==> src/rtl/pipe_sequencer.sv <==
// Stall/flush sequencer for the 5-stage pipeline: hazard, redirect and mul/div
// handshakes become per-stage write-enables and bubbles. Optional PIPE_PERF_CNT_EN adds perf counters.
module pipe_sequencer #(
    parameter int unsigned MD_MAX_CYC = 64,
    parameter int unsigned CNT_W      = 32
) (
    input  logic             clk,
    input  logic             clrn,
    input  logic             stall,
    input  logic             stall2,
    input  logic             id_redirect,
    input  logic             md_start,
    input  logic             md_done,
    output logic             pc_we,
    output logic             ifid_we,
    output logic             ifid_flush,
    output logic             idex_we,
    output logic             idex_flush,
    output logic             exme_we,
    output logic             exme_flush,
    output logic             md_busy,
    output logic             md_timeout
`ifdef PIPE_PERF_CNT_EN
    ,
    output logic [CNT_W-1:0] perf_stall,
    output logic [CNT_W-1:0] perf_flush,
    output logic [CNT_W-1:0] perf_md
`endif
);

    localparam int unsigned MD_CNT_W = $clog2(MD_MAX_CYC + 1);

    if (MD_MAX_CYC < 2 || CNT_W < 1) begin : g_bad_param
        $error("pipe_sequencer: MD_MAX_CYC must be >= 2 and CNT_W >= 1");
    end

    typedef enum logic [1:0] {
        ST_RUN    = 2'd0,
        ST_STALL2 = 2'd1,
        ST_MDWAIT = 2'd2
    } state_e;

    state_e              state, state_nxt;
    logic [MD_CNT_W-1:0] md_cnt, md_cnt_nxt;
    logic                timeout_set;

    // State, mul/div cycle counter and sticky timeout flag
    always_ff @(posedge clk or negedge clrn) begin
        if (!clrn) begin
            state      <= ST_RUN;
            md_cnt     <= '0;
            md_timeout <= 1'b0;
        end else begin
            state  <= state_nxt;
            md_cnt <= md_cnt_nxt;
            if (timeout_set) begin
                md_timeout <= 1'b1;
            end
        end
    end

    // Next-state decode; md_start outranks stall, which outranks redirect
    always_comb begin
        state_nxt   = state;
        md_cnt_nxt  = md_cnt;
        timeout_set = 1'b0;
        case (state)
            ST_RUN: begin
                if (md_start) begin
                    state_nxt  = ST_MDWAIT;
                    md_cnt_nxt = MD_CNT_W'(1);
                end else if (stall || stall2) begin
                    state_nxt = stall2 ? ST_STALL2 : ST_RUN;
                end
            end
            ST_STALL2: begin
                state_nxt = ST_RUN;
            end
            ST_MDWAIT: begin
                if (md_done) begin
                    state_nxt  = ST_RUN;
                    md_cnt_nxt = '0;
                end else if (md_cnt == MD_CNT_W'(MD_MAX_CYC)) begin
                    // Overrun: abandon the op and resume the pipeline
                    state_nxt   = ST_RUN;
                    md_cnt_nxt  = '0;
                    timeout_set = 1'b1;
                end else begin
                    md_cnt_nxt = md_cnt + MD_CNT_W'(1);
                end
            end
            default: begin
                state_nxt  = ST_RUN;
                md_cnt_nxt = '0;
            end
        endcase
    end

    // Per-stage enables and bubbles; reset holds every stage flushed
    always_comb begin
        pc_we      = 1'b1;
        ifid_we    = 1'b1;
        idex_we    = 1'b1;
        exme_we    = 1'b1;
        ifid_flush = 1'b0;
        idex_flush = 1'b0;
        exme_flush = 1'b0;
        md_busy    = 1'b0;
        if (!clrn) begin
            pc_we      = 1'b0;
            ifid_we    = 1'b0;
            idex_we    = 1'b0;
            exme_we    = 1'b0;
            ifid_flush = 1'b1;
            idex_flush = 1'b1;
            exme_flush = 1'b1;
        end else begin
            case (state)
                ST_RUN: begin
                    if (md_start) begin
                        pc_we      = 1'b0;
                        ifid_we    = 1'b0;
                        idex_we    = 1'b0;
                        exme_we    = 1'b0;
                        exme_flush = 1'b1;
                    end else if (stall || stall2) begin
                        pc_we      = 1'b0;
                        ifid_we    = 1'b0;
                        idex_flush = 1'b1;
                    end else if (id_redirect) begin
                        ifid_flush = 1'b1;
                    end
                end
                ST_STALL2: begin
                    pc_we      = 1'b0;
                    ifid_we    = 1'b0;
                    idex_flush = 1'b1;
                end
                ST_MDWAIT: begin
                    pc_we      = 1'b0;
                    ifid_we    = 1'b0;
                    idex_we    = 1'b0;
                    md_busy    = 1'b1;
                    exme_we    = md_done;
                    exme_flush = !md_done;
                end
                default: begin
                    pc_we   = 1'b0;
                    ifid_we = 1'b0;
                end
            endcase
        end
    end

`ifdef PIPE_PERF_CNT_EN
    // Free-running wrap-around performance counters
    always_ff @(posedge clk or negedge clrn) begin
        if (!clrn) begin
            perf_stall <= '0;
            perf_flush <= '0;
            perf_md    <= '0;
        end else begin
            if (!pc_we && state != ST_MDWAIT) begin
                perf_stall <= perf_stall + CNT_W'(1);
            end
            if (ifid_flush) begin
                perf_flush <= perf_flush + CNT_W'(1);
            end
            if (state == ST_MDWAIT) begin
                perf_md <= perf_md + CNT_W'(1);
            end
        end
    end
`endif

endmodule

==> config.mk <==
export PLATFORM = sky130hd
export DESIGN_NAME = pipe_sequencer
export DESIGN_NICKNAME = d
export VERILOG_FILES = /design/src/rtl/pipe_sequencer.sv
export SDC_FILE = /design/constraint.sdc
export NUM_CORES = 1
export LEC_CHECK = 0
export ABC_AREA = 1
export BUFFER_PORTS_ARGS = -buffer_cell sky130_fd_sc_hd__buf_2
export CAP_MARGIN = 20
export CELL_PAD_IN_SITES_DETAIL_PLACEMENT = 1
export CELL_PAD_IN_SITES_GLOBAL_PLACEMENT = 1
export CORE_MARGIN = 4
export CORE_UTILIZATION = 38
export CTS_CLUSTER_SIZE = 16
export DETAILED_ROUTE_END_ITERATION = 7
export PLACE_DENSITY_LB_ADDON = 0.1
export SLEW_MARGIN = 10
export SYNTH_ARGS = -nofsm -noshare
export SYNTH_HDL_FRONTEND = slang
export SYNTH_SLANG_ARGS = --single-unit
==> constraint.sdc <==
create_clock -name clk -period 2.5 [get_ports clk]
set_clock_uncertainty 0.15 [all_clocks]
set_input_delay 0.25 -clock clk [delete_from_list [all_inputs] [get_ports clk]]
set_output_delay 0.25 -clock clk [all_outputs]
set_load 0.01 [all_outputs]
==> qor.yml <==
timing:
  finalHoldViolCount: 0
  post-route-min-period_ns: 1.92
  relSlewSlack_pct: 80.6
  setup_violations: 0
  tightest_slew_ns: 0.291
  fin_crit_sh_pct: 76.9
  fin_setup_tns_ns: 0
  rsz0062_at_grt: "false"
  setup_ws_ns: 0.578
  slew_violations: 0
  max_freq_ghz: 0.520
die:
  initial_utilization_pct: 42.1
  fp.dieH_um: 49.8
  rows: 14
  dieArea_um2: 2480
  ios: 16
  coreArea_um2: 1580
  die_w_um: 49.8
critical_path:
  endpoint_kind: "output pin"
  cpMaxStageDelayCell: "dlygate4sd3_1"
  cpMostUsedCell: "buf_2"
  startpoint_type: "primary input"
  cp.depth: 5
  path_cells: "dlygate4sd3_1 > buf_2 > inv_1 > nor3_1 > buf_2"
  critPathMaxStageDelay_ns: 0.52
  crit_family: "buffers and inverters"
  required_ns: 2.10
  cp.arrival_ns: 1.52
  crit_buf_inv: 4
  worst-r2r-cell-count: 7
  path_class: "primary input to output pin"
  path_max_fanout: 14
pwr:
  switching_power_w: 0.000150
  p_per_area_nw_per_um2: 549
  swShare_pct: 35.4
  clkPwrFrac_pct: 26.5
  irDropWorstVdd_v: 0.000283
  pwr-share-seq_pct: 46.6
  finalPower_w: 0.000424
  p_comb_share_pct: 26.8
  leakage_nw: 0.446
  p_int_w: 0.000274
place:
  dpl.cell_count: 123
  hpwl_um: 1250
  post-place-ws_ns: 1.02
  gp_congestion: 0.799
  port_buffers: 15
detailed_routing:
  first_pass_iters: 4
  vias: 627
  ant_nets: 0
  wl_per_cell_um: 12.6
  wl_um: 1600
  drt_iter0_drc: 9
  drc: 0
  viasPerCell: 4.94
synthesis:
  synth_seq_area_share_pct: 37.7
  synth_nets: 103
  yosys_warnings: 0
  synth_cells: 94
  syn_avg_cell_area_um2: 7.07
  ys_ff_latch: 10
  post_synth_num_cell_types: 20
  synth_area_um2: 664
clock_tree:
  cts_tree: "built"
  clk_path_buf_depth: 2
  cts_hold_buf: 1
  cts_resized: 0
  cts_sinks: 10
  root_buffer: "clkbuf_4"
  clk-insertion-delay-late_ns: 0.27
  htreeDepth: 1
  cts_inserted_buffers: 3
  clkTransAtPathRegs_ns: 0.06
  cts_setup_buffers: 0
run:
  cap_violations: 0
grt:
  grt-ovfl-total: 0
  grt_pass1_vias: 641
  grt.total_usage_pct: 15.7
  grt_pass1_wl_um: 2900
  grt_antenna_before_repair: 0
  grt_max_degree: 15
layout:
  nets: 122
  post-route-util_pct: 49.0
  layoutNonFillerInstCount: 127
  area_growth_syn_to_layout_pct: 16.4
  n_antenna_cell: 0
  layout-drive-gt1-share_pct: 21.6
hold_path:
  hold_path_depth: 3
  hp-class: "primary input to flip-flop"
run_status:
  status: "complete, no violations"
cell families (layout without fill, tap and decap cells):
kind of cell | after synthesis | after routing | synth area share [%]
flip-flops | 10 | 10 | 37.7
AO/OA/AOI/OAI | 10 | 10 | 8.47
AND/OR/NAND/NOR | 46 | 46 | 33.0
adder cells (fa/ha/maj) | 2 | 2 | 3.77
buffers and inverters | 25 | 42 | 15.8
XOR/XNOR | 1 | 1 | 1.32
routing by layer:
layer  share of wire [%]  track usage, %  up-vias
li1                    -               -      324
met1                  48            19.1      287
met2                  43            24.2       12
met3                 5.2            4.52        4
met4                 2.8            9.68        0
met5                   0               0        -
per-stage QoR:
stage,hold WS (ns),cell area [um2]
2_1_floorplan,-0.196,664
3_3_place_gp,-0.00750,741
3_5_place_dp,0.00355,741
4_1_cts,0.0542,773
5_1_grt,0.0669,773
6_report,0.0588,773
worst register-to-register path: stages, from the launching register on:
cell and delay [ns]:
dfrtp_1 0.43, ha_1 0.24, inv_1 0.07, nor2_2 0.18, nand3_1 0.10, nand2_1 0.06
nand2_1 0.04, nor2_1 0.08
registers in the layout (all words and copies together), names as in the netlist:
name,count
state,2
md_cnt,7
md_timeout,1
area by class of cell:
cell class / count / area, um2
Timing Repair Buffer: 16 / 85.1
Sequential cell: 10 / 250
Tap cell: 16 / 20.0
Fill cell: 220 / 803
Multi-Input combinational cell: 59 / 309
Inverter: 23 / 86.3
Clock buffer: 3 / 22.5
power by group through the flow:
stage	clock (W)	combinational, W	sequential [W]
detailed placement	0	0.000115	0.000201
global placement	0	0.000111	0.000201
global route	0.000126	0.000134	0.000203
CTS	0.000116	0.000116	0.000198
floorplan	0	0.0000808	0.000194
finish	0.000113	0.000114	0.000198
worst paths after layout:
kind                                        start                endpoint  slack [ns]
min                                        stall2    state[0]$_DFFE_PN0P_        0.06
max in group asynchronous                    clrn    state[0]$_DFFE_PN0P_        1.73
min in group asynchronous                    clrn   md_cnt[3]$_DFFE_PN0P_        0.25
min reg2reg                md_timeout$_DFFE_PN0P_  md_timeout$_DFFE_PN0P_        0.32
max reg2reg                 md_cnt[0]$_DFFE_PN0P_   md_cnt[6]$_DFFE_PN0P_        1.09
max                                          clrn                 idex_we        0.58
synthesized netlist by cell type:
cell | instances | share of area [%]
a21oi_1 | 1 | 0.75
buf_4 | 1 | 1.1
buf_6 | 1 | 1.7
dfrtp_1 | 10 | 38
ha_1 | 2 | 3.8
inv_1 | 23 | 13
nand2_1 | 19 | 11
nand2_2 | 3 | 2.8
nand3_1 | 5 | 3.8
nand3_2 | 1 | 1.5
nand4_1 | 6 | 5.7
nor2_1 | 9 | 5.1
nor2_2 | 1 | 0.94
nor2_4 | 1 | 1.7
nor3_1 | 1 | 0.75
o21ai_0 | 6 | 4.5
o21ai_1 | 1 | 0.75
o21bai_1 | 1 | 1.1
o221ai_1 | 1 | 1.3
xor2_1 | 1 | 1.3
cell usage in the layout (no fill, tap or decap), types with 2 or more instances in the layout:
cell type  netlist  routed
buf_2            0      15
clkbuf_4         0       3
dfrtp_1         10      10
ha_1             2       2
inv_1           23      23
nand2_1         19      19
nand2_2          3       3
nand3_1          5       5
nand4_1          6       6
nor2_1           9       9
o21ai_0          6       6
Note: power is estimated with default switching activity, not from simulation.
